[src/rtl/key_debounce_pulser_if.sv]
// Key conditioning bundle: raw key in, debounced pulses and level out.
// The slave side belongs to the debouncer; the master side drives the raw key.
interface key_debounce_pulser_if;
  logic keyIn;
  logic keyPulse;
  logic releasePulse;
  logic keyLevel;

  modport master (output keyIn, input keyPulse, input releasePulse, input keyLevel);
  modport slave  (input keyIn, output keyPulse, output releasePulse, output keyLevel);
endinterface

[src/rtl/key_debounce_pulser.sv]
// Pushbutton conditioner: 2-FF sync, stable-time debounce of press/release, press + auto-repeat pulses.
// States: IDLE released | DEB_PRESS qualifying press | HELD accepted press | DEB_RELEASE qualifying release
module key_debounce_pulser #(
  parameter int DEBOUNCE_CYCLES = 1000000,
  parameter int KEY_ACTIVE_LOW  = 1,
  parameter int REPEAT_EN       = 0,
  parameter int REPEAT_DELAY    = 25000000,
  parameter int REPEAT_PERIOD   = 5000000
) (
  input logic                   clk,
  input logic                   resetN,
  key_debounce_pulser_if.slave  key_if
);

  localparam int MAX_DR = (DEBOUNCE_CYCLES > REPEAT_DELAY) ? DEBOUNCE_CYCLES : REPEAT_DELAY;
  localparam int MAX_P  = (MAX_DR > REPEAT_PERIOD) ? MAX_DR : REPEAT_PERIOD;
  localparam int CW     = $clog2(MAX_P) + 1;

  localparam logic          REL_LVL        = (KEY_ACTIVE_LOW != 0);
  localparam logic [CW-1:0] DB_LAST        = CW'(DEBOUNCE_CYCLES - 1);
  localparam logic [CW-1:0] RPT_FIRST_LAST = CW'(REPEAT_DELAY - 1);
  localparam logic [CW-1:0] RPT_NEXT_LAST  = CW'(REPEAT_PERIOD - 1);

  typedef enum logic [1:0] {IDLE, DEB_PRESS, HELD, DEB_RELEASE} state_e;

  state_e        state_q;
  logic          sync1_q, sync2_q;
  logic [CW-1:0] db_cnt_q;
  logic [CW-1:0] rpt_cnt_q;
  logic          first_rpt_q;
  logic          key_pulse_q, rel_pulse_q, key_level_q;
  logic          pressed;

  assign pressed = sync2_q ^ REL_LVL;

  // Synchroniser resets to the released level so reset never looks like a press.
  always_ff @(posedge clk) begin
    if (!resetN) begin
      sync1_q <= REL_LVL;
      sync2_q <= REL_LVL;
    end else begin
      sync1_q <= key_if.keyIn;
      sync2_q <= sync1_q;
    end
  end

  always_ff @(posedge clk) begin
    if (!resetN) begin
      state_q     <= IDLE;
      db_cnt_q    <= '0;
      rpt_cnt_q   <= '0;
      first_rpt_q <= 1'b0;
      key_pulse_q <= 1'b0;
      rel_pulse_q <= 1'b0;
      key_level_q <= 1'b0;
    end else begin
      key_pulse_q <= 1'b0;
      rel_pulse_q <= 1'b0;
      case (state_q)
        IDLE: begin
          if (pressed) begin
            state_q  <= DEB_PRESS;
            db_cnt_q <= '0;
          end
        end
        DEB_PRESS: begin
          if (!pressed) begin
            state_q <= IDLE;
          end else if (db_cnt_q == DB_LAST) begin
            state_q     <= HELD;
            key_pulse_q <= 1'b1;
            key_level_q <= 1'b1;
            rpt_cnt_q   <= '0;
            first_rpt_q <= 1'b1;
          end else begin
            db_cnt_q <= db_cnt_q + CW'(1);
          end
        end
        HELD: begin
          if (!pressed) begin
            state_q  <= DEB_RELEASE;
            db_cnt_q <= '0;
          end else if (REPEAT_EN != 0) begin
            if (rpt_cnt_q == (first_rpt_q ? RPT_FIRST_LAST : RPT_NEXT_LAST)) begin
              key_pulse_q <= 1'b1;
              rpt_cnt_q   <= '0;
              first_rpt_q <= 1'b0;
            end else begin
              rpt_cnt_q <= rpt_cnt_q + CW'(1);
            end
          end
        end
        DEB_RELEASE: begin
          // A bounce back to pressed resumes the frozen repeat count rather than restarting it.
          if (pressed) begin
            state_q <= HELD;
          end else if (db_cnt_q == DB_LAST) begin
            state_q     <= IDLE;
            key_level_q <= 1'b0;
            rel_pulse_q <= 1'b1;
          end else begin
            db_cnt_q <= db_cnt_q + CW'(1);
          end
        end
        default: state_q <= IDLE;
      endcase
    end
  end

  assign key_if.keyPulse     = key_pulse_q;
  assign key_if.releasePulse = rel_pulse_q;
  assign key_if.keyLevel     = key_level_q;

endmodule

[src/flat_wrapper.sv]
// flat-port wrapper written by rule: the top's interface ports become plain ports
module key_debounce_pulser_flat 
#(
  parameter int DEBOUNCE_CYCLES = 1000000,
  parameter int KEY_ACTIVE_LOW  = 1,
  parameter int REPEAT_EN       = 0,
  parameter int REPEAT_DELAY    = 25000000,
  parameter int REPEAT_PERIOD   = 5000000
)
  (clk, resetN, key_if_keyIn, key_if_keyPulse, key_if_releasePulse, key_if_keyLevel);
  key_debounce_pulser_if key_if_i ();
  input logic clk;
  input logic resetN;
  input wire logic [$bits(key_if_i.keyIn)-1:0] key_if_keyIn;
  output wire logic [$bits(key_if_i.keyPulse)-1:0] key_if_keyPulse;
  output wire logic [$bits(key_if_i.releasePulse)-1:0] key_if_releasePulse;
  output wire logic [$bits(key_if_i.keyLevel)-1:0] key_if_keyLevel;
  assign key_if_i.keyIn = key_if_keyIn;
  assign key_if_keyPulse = key_if_i.keyPulse;
  assign key_if_releasePulse = key_if_i.releasePulse;
  assign key_if_keyLevel = key_if_i.keyLevel;
  key_debounce_pulser #(.DEBOUNCE_CYCLES(DEBOUNCE_CYCLES), .KEY_ACTIVE_LOW(KEY_ACTIVE_LOW), .REPEAT_EN(REPEAT_EN), .REPEAT_DELAY(REPEAT_DELAY), .REPEAT_PERIOD(REPEAT_PERIOD)) u_core (.clk(clk), .resetN(resetN), .key_if(key_if_i));
endmodule
[config.mk]
export PLATFORM = sky130hd
export DESIGN_NAME = key_debounce_pulser_flat
export DESIGN_NICKNAME = d
export VERILOG_FILES = /design/src/rtl/key_debounce_pulser_if.sv /design/src/rtl/key_debounce_pulser.sv /design/src/flat_wrapper.sv
export SDC_FILE = /design/constraint.sdc
export NUM_CORES = 1
export LEC_CHECK = 0
export ABC_CLOCK_PERIOD_IN_PS = 4400
export CORE_UTILIZATION = 49
export DETAILED_ROUTE_END_ITERATION = 12
export PLACE_DENSITY = 0.77
export SYNTH_ARGS = -nofsm -noshare
export SYNTH_HDL_FRONTEND = slang
export SYNTH_SLANG_ARGS = --single-unit
[constraint.sdc]
create_clock -name clk -period 4.4 [get_ports clk]
set_input_delay 0.88 -clock clk [delete_from_list [all_inputs] [get_ports clk]]
set_output_delay 0.88 -clock clk [all_outputs]
set_load 0.05 [all_outputs]
==> results.sh, run 1 <==
export IMPL_cts_setup_buffers=0
export IMPL_synth_top_area_cell="dfxtp_1"
export IMPL_maxCapViolations=0
export IMPL_gp_congestion=0.821
export IMPL_fmax_ghz=0.363
export IMPL_cts_buffers=5
export IMPL_cp_end_kind="flip-flop"
export IMPL_syn_area_sq_um=1690
export IMPL_clk_latency_ns=0.35
export IMPL_pin_count=6
export IMPL_power_frac_comb_pct=4.3
export IMPL_dieArea_sq_um=3680
export IMPL_ys_flop_type="dfxtp_1"
export IMPL_worstMarginPinSlew_ns=0.907
export IMPL_yosysMostFrequentCell="dfxtp_1"
export IMPL_worst_slack_ns=1.64
export IMPL_cp_start_kind="flip-flop"
export IMPL_seqPwrFrac_pct=58.0
export IMPL_fin_crit_sh_pct=62.7
export IMPL_place_hpwl_um=2480
export IMPL_avgSynthCellArea_sq_um=8.14
export IMPL_cts_sinks=33
export IMPL_ys_warn_count=0
export IMPL_postSynthCellCount=207
export IMPL_ctsResizeCount=0
export IMPL_nFillCells=295
export IMPL_finalSetupViolations=0
export IMPL_detail_route_first_pass_iterations=4
export IMPL_vias=1488
export IMPL_synthTopCellsByCount="dfxtp_1 (33), nor2_1 (23), nand2_1 (19)"
export IMPL_synth_edf_count=0
export IMPL_netlist_top_cells_area="dfxtp_1 (39%), nor2_1 (5.1%), nand3_1 (4.5%)"
export IMPL_rsz0062_at_grt="false"
export IMPL_fp_dieH_um=60.6
export IMPL_seq_area_sq_um=661
export IMPL_period_minus_slack_ns=2.76
export IMPL_routed_wl_um=3550
export IMPL_path_class="flip-flop to flip-flop"
export IMPL_wire_per_inst_um=14.0
export IMPL_cts_root_buffer="clkbuf_4"
export IMPL_initial_core_util_pct=53.5
export IMPL_dr_first_iter_drc_count=100
export IMPL_place_inst=246
export IMPL_drive_above_1_share_pct=6.67
export IMPL_drv_slew=0
export IMPL_hp_class="flip-flop to flip-flop"
export IMPL_internal_power_mw=0.400
export IMPL_grt_pass1_vias=1401
export IMPL_grt_overflow=0
export IMPL_htree_levels=2
export IMPL_synth_distinct_cells=41
export IMPL_cp_max_fo=18
export IMPL_required_ns=4.63
export IMPL_p_leak_nw=0.610
export IMPL_setup_tns_ns=0
export IMPL_clk_pin_slew_worst_paths_ns=0.10
export IMPL_grt_antenna_before_repair=0
export IMPL_drcViolationCount=0
export IMPL_switchingPower_mw=0.122
export IMPL_hold_buffers=0
export IMPL_synth_top_cell_area_share_pct=39.2
export IMPL_powerDensity_nw_per_um2=287
export IMPL_syn_nets=211
export IMPL_clockBufferDepth=2
export IMPL_final_hold_viol_count=0
export IMPL_synth_seq_cells=33
export IMPL_dp_slack_ns=1.59
export IMPL_synth_seq_area_share_pct=39.2
export IMPL_run_status="completed"
export IMPL_fin_worst_skew_ns=0.00439
export IMPL_p_clk_share_pct=37.7
export IMPL_async_reset_ff_share_pct=0
export IMPL_coreArea_sq_um=3150
export IMPL_portBuffers=5
export IMPL_via_per_inst=5.86
export IMPL_grt_pass1_wl_um=6230
export IMPL_ant_nets=0
export IMPL_fin_cells=254
export IMPL_rows=20
export IMPL_multiInputGateArea_sq_um=957
export IMPL_final_util_pct=57.7
export IMPL_max_vdd_ir_drop_mv=0.107
export IMPL_diodes=0
export IMPL_swShare_pct=23.4
export IMPL_die_w_um=60.6
export IMPL_cts_tree="done"
export IMPL_grt_max_degree=21
export IMPL_crit_arrival_ns=2.98
export IMPL_grt_usage_pct=23.2
export IMPL_slew_headroom_pct=39.3
export IMPL_nets=213
export IMPL_areaGrowthSynthToFinish_pct=7.94
## metrics by stage
step	hold WS (ns)	area, sq um	power, mW
floorplan	0.386	1690	0.325
global placement	0.417	1750	0.332
detailed placement	0.419	1750	0.332
CTS	0.458	1820	0.526
global route	0.475	1820	0.540
finish	0.446	1820	0.522
## critical path: stages, from the launching register on
cell	delay [ns]
dfxtp_1	0.42
ha_1	0.22
nand3_1	0.20
or4_4	0.63
o41ai_4	0.88
or3_1	0.20
a31oi_1	0.07
## cells in the final DEF, fill, tap and decap left out, types with 3 or more instances in the layout
cell,count
nand2_1,19
clkdlybuf4s50_1,5
a31oi_1,4
a21oi_1,10
nor2_1,23
or4_1,5
or3_1,4
mux2i_1,4
and2_1,3
nor4b_1,4
nor3_1,5
xor2_1,8
nand2b_1,3
nand3_1,15
nor4_1,6
inv_1,5
o21a_1,3
and3_1,3
nand4_1,11
dfxtp_1,33
clkbuf_4,5
o21ai_0,9
## layout make-up
cell class | instances | share of cell area, %
sequential | 33 | 36.3
clock inverter | 1 | 0.275
tap | 44 | 3.03
multi-input combinational | 158 | 52.6
timing repair buffer | 6 | 3.16
clock buffer | 7 | 3.58
inverter | 5 | 1.03
## power groups by stage
| stage | Sequential (mW) | Clock [mW] | Combinational, mW |
|---|---|---|---|
| after floorplan | 0.311 | 0 | 0.0135 |
| after detailed placement | 0.310 | 0 | 0.0224 |
| after CTS | 0.303 | 0.201 | 0.0224 |
| after global placement | 0.310 | 0 | 0.0219 |
| after global routing | 0.303 | 0.212 | 0.0248 |
| final | 0.303 | 0.197 | 0.0222 |
## cells by family (layout without fill, tap and decap cells)
logic type / Yosys count / count (layout) / synth area share (%)
AOI/OAI and AO/OA: 37 / 37 / 14.8
xor gates and xnor gates: 9 / 9 / 4.68
muxes: 5 / 5 / 3.04
adders and majority gates: 1 / 1 / 0.742
buffers and inverters: 16 / 19 / 4.01
and+or+nand+nor: 106 / 106 / 33.5
DFF: 33 / 33 / 39.2
## flip-flops by register name, indices dropped and copies added, names as in the netlist, named ones only
| signal | flops |
|---|---|
| u_core.db_cnt_q | 26 |
| u_core.state_q | 1 |
| u_core.sync2_q | 1 |
| u_core.key_if.keyLevel | 1 |
| u_core.key_if.releasePulse | 1 |
| u_core.sync1_q | 1 |
| u_core.key_if.keyPulse | 1 |
## layer usage
layer | GRT usage [%] | share of wire [%]
met1 | 29.8 | 49
met5 | 0 | 0
met2 | 35.5 | 44
met3 | 6.61 | 4.6
met4 | 12.0 | 2.5
## worst paths after layout
path	slack, ns	depth (start not counted)	end	start
setup reg to reg	1.64	6	u_core.db_cnt_q[2]	u_core.db_cnt_q[0]
hold / removal	0.45	1	u_core.sync2_q	u_core.sync1_q
setup / recovery	1.64	6	u_core.db_cnt_q[2]	u_core.db_cnt_q[0]
hold reg to reg	0.45	1	u_core.sync2_q	u_core.sync1_q
Power figures use the tool's default switching activity.
==> run 2, diff against run 1 <==
- ABC_CLOCK_PERIOD_IN_PS: 4400 -> 2700
- clock period: 4.4 -> 2.7 ns (I/O delays scaled with it)
==> run 2 against run 1 <==
  * Register-to-register slack got worse by 1.3 ns
  * Utilization rose by 1.4 points
  * Total power rose by 63%
  * Clock power rose by 62%
  * Cell area rose by 2.5%
  * Critical path depth did not move
  * Sequential share of layout area fell by 0.88 points
  * Highest routed layer unchanged
  * Critical endpoint is now u_core.key_if.keyLevel
  * Largest power group unchanged
==> results.sh, run 2 (synthesis gave the netlist of run 1 again) <==
export IMPL_cp_end_kind="flip-flop"
export IMPL_grt_usage_pct=22.7
export IMPL_largest_reg_flops=26
export IMPL_nets=219
export IMPL_fin_crit_sh_pct=89.0
export IMPL_worstMarginPinSlew_ns=0.564
export IMPL_design_area_sq_um=1860
export IMPL_drv_slew=0
export IMPL_diodes=0
export IMPL_r2r_start="u_core.db_cnt_q[0]"
export IMPL_rows=20
export IMPL_period_minus_slack_ns=2.40
export IMPL_multiInputGateArea_sq_um=957
export IMPL_cts_sinks=33
export IMPL_busiest_layer="met2"
export IMPL_hold_path_depth=1
export IMPL_clk_latency_ns=0.34
export IMPL_regMostFlops="u_core.db_cnt_q"
export IMPL_cts_root_buffer="clkbuf_4"
export IMPL_grtUsageMet3_pct=6.82
export IMPL_use_met2_pct=33.8
export IMPL_layout_commonest_cell="dfxtp_1"
export IMPL_areaGrowthSynthToFinish_pct=10.6
export IMPL_place_hpwl_um=2570
export IMPL_power_mw=0.853
export IMPL_portBuffers=5
export IMPL_place_inst=252
export IMPL_cp_start_kind="flip-flop"
export IMPL_clockBufferDepth=2
export IMPL_fin_worst_skew_ns=0.00625
export IMPL_setup_tns_ns=0
export IMPL_cts_setup_buffers=0
export IMPL_dpl_cell_area_sq_um=1790
export IMPL_hp_class="flip-flop to flip-flop"
export IMPL_maxCapViolations=0
export IMPL_routed_wl_um=3620
export IMPL_cp_max_fo=6
export IMPL_fp_dieH_um=60.6
export IMPL_hold_end="u_core.sync2_q"
export IMPL_max_vdd_ir_drop_mv=0.268
export IMPL_crit_arrival_ns=2.62
export IMPL_fmax_ghz=0.416
export IMPL_rsz0062_at_grt="false"
export IMPL_via_per_inst=5.83
export IMPL_required_ns=2.92
export IMPL_clk_pin_slew_worst_paths_ns=0.10
export IMPL_reg2reg_depth=6
export IMPL_hp_start="u_core.sync1_q"
export IMPL_drive_above_1_share_pct=9.26
export IMPL_r2r_end="u_core.key_if.keyLevel"
export IMPL_powerDensity_nw_per_um2=457
export IMPL_coreArea_sq_um=3150
export IMPL_grt_antenna_before_repair=0
export IMPL_nFillCells=296
export IMPL_fin_cells=260
export IMPL_p_leak_nw=0.640
export IMPL_grt_pass1_wl_um=6050
export IMPL_grt_pass1_vias=1341
export IMPL_hold_buffers=0
export IMPL_die_w_um=60.6
export IMPL_seq_area_sq_um=661
export IMPL_drcViolationCount=0
export IMPL_run_status="completed"
export IMPL_grt_util_met1_pct=30.0
export IMPL_finalSetupViolations=0
export IMPL_gp_congestion=0.860
export IMPL_wire_per_inst_um=13.9
export IMPL_vias=1515
export IMPL_pin_count=6
export IMPL_dr_first_iter_drc_count=86
export IMPL_slew_headroom_pct=62.1
export IMPL_grt_overflow=0
export IMPL_detail_route_first_pass_iterations=4
export IMPL_dieArea_sq_um=3680
export IMPL_path_class="flip-flop to flip-flop"
export IMPL_initial_core_util_pct=53.5
export IMPL_fin_hold_ws_ns=0.424
export IMPL_final_hold_viol_count=0
export IMPL_htree_levels=2
export IMPL_ctsResizeCount=0
export IMPL_layout_common_cells="dfxtp_1 (33), nor2_1 (23), nand2_1 (19)"
export IMPL_cts_tree="done"
export IMPL_cts_buffers=5
export IMPL_reg2reg_slack_ns=0.30
export IMPL_ant_nets=0
export IMPL_grt_max_degree=21
## run 2: cell types whose count changed in the layout (fill, tap and decap cells not counted)
| cell | before | now |
|---|---|---|
| buf_4 | 1 | 7 |
## run 2: worst max path at each step
stage                       start                endpoint  cells after the start
2_1_floorplan  u_core.db_cnt_q[0]      u_core.db_cnt_q[6]                      7
3_3_place_gp   u_core.db_cnt_q[0]  u_core.key_if.keyLevel                      6
3_5_place_dp   u_core.db_cnt_q[0]  u_core.key_if.keyLevel                      6
4_1_cts        u_core.db_cnt_q[0]  u_core.key_if.keyLevel                      6
5_1_grt        u_core.db_cnt_q[0]  u_core.key_if.keyLevel                      6
6_report       u_core.db_cnt_q[0]  u_core.key_if.keyLevel                      6
## run 2: final cells by class
| class | instances | area share [%] |
|---|---|---|
| clock buffer | 7 | 3.49 |
| clock inverter | 1 | 0.268 |
| inverter | 5 | 1.01 |
| multi-input combinational | 158 | 51.3 |
| sequential | 33 | 35.4 |
| tap | 44 | 2.95 |
| timing repair buffer | 12 | 5.50 |
## run 2: worst max-delay path, cell delays in order (launching register included)
cell and delay, ns:
dfxtp_1 0.41, ha_1 0.21, nand3_1 0.19, or4_4 0.63, or4_1 0.59, o21ai_0 0.17
a21oi_1 0.08
## run 2: power breakdown
part           internal, mW  switching, mW  total, mW
Combinational        0.0142         0.0277     0.0419
Sequential            0.490        0.00233      0.492
Clock                 0.151          0.168      0.319
Total                 0.655          0.198      0.853
## run 2: per-stage QoR
step	setup slack [ns]	utilization, %
finish	0.297	59.1
global route	0.160	59.1
CTS	0.295	59.1
detailed placement	0.309	56.9
global placement	0.398	56.9
floorplan	0.470	-
## run 2: layer usage
layer,vias up,routed length [um]
met2,35,1610
met3,9,193
met5,-,0
met4,0,56
met1,694,1760
li1,777,-
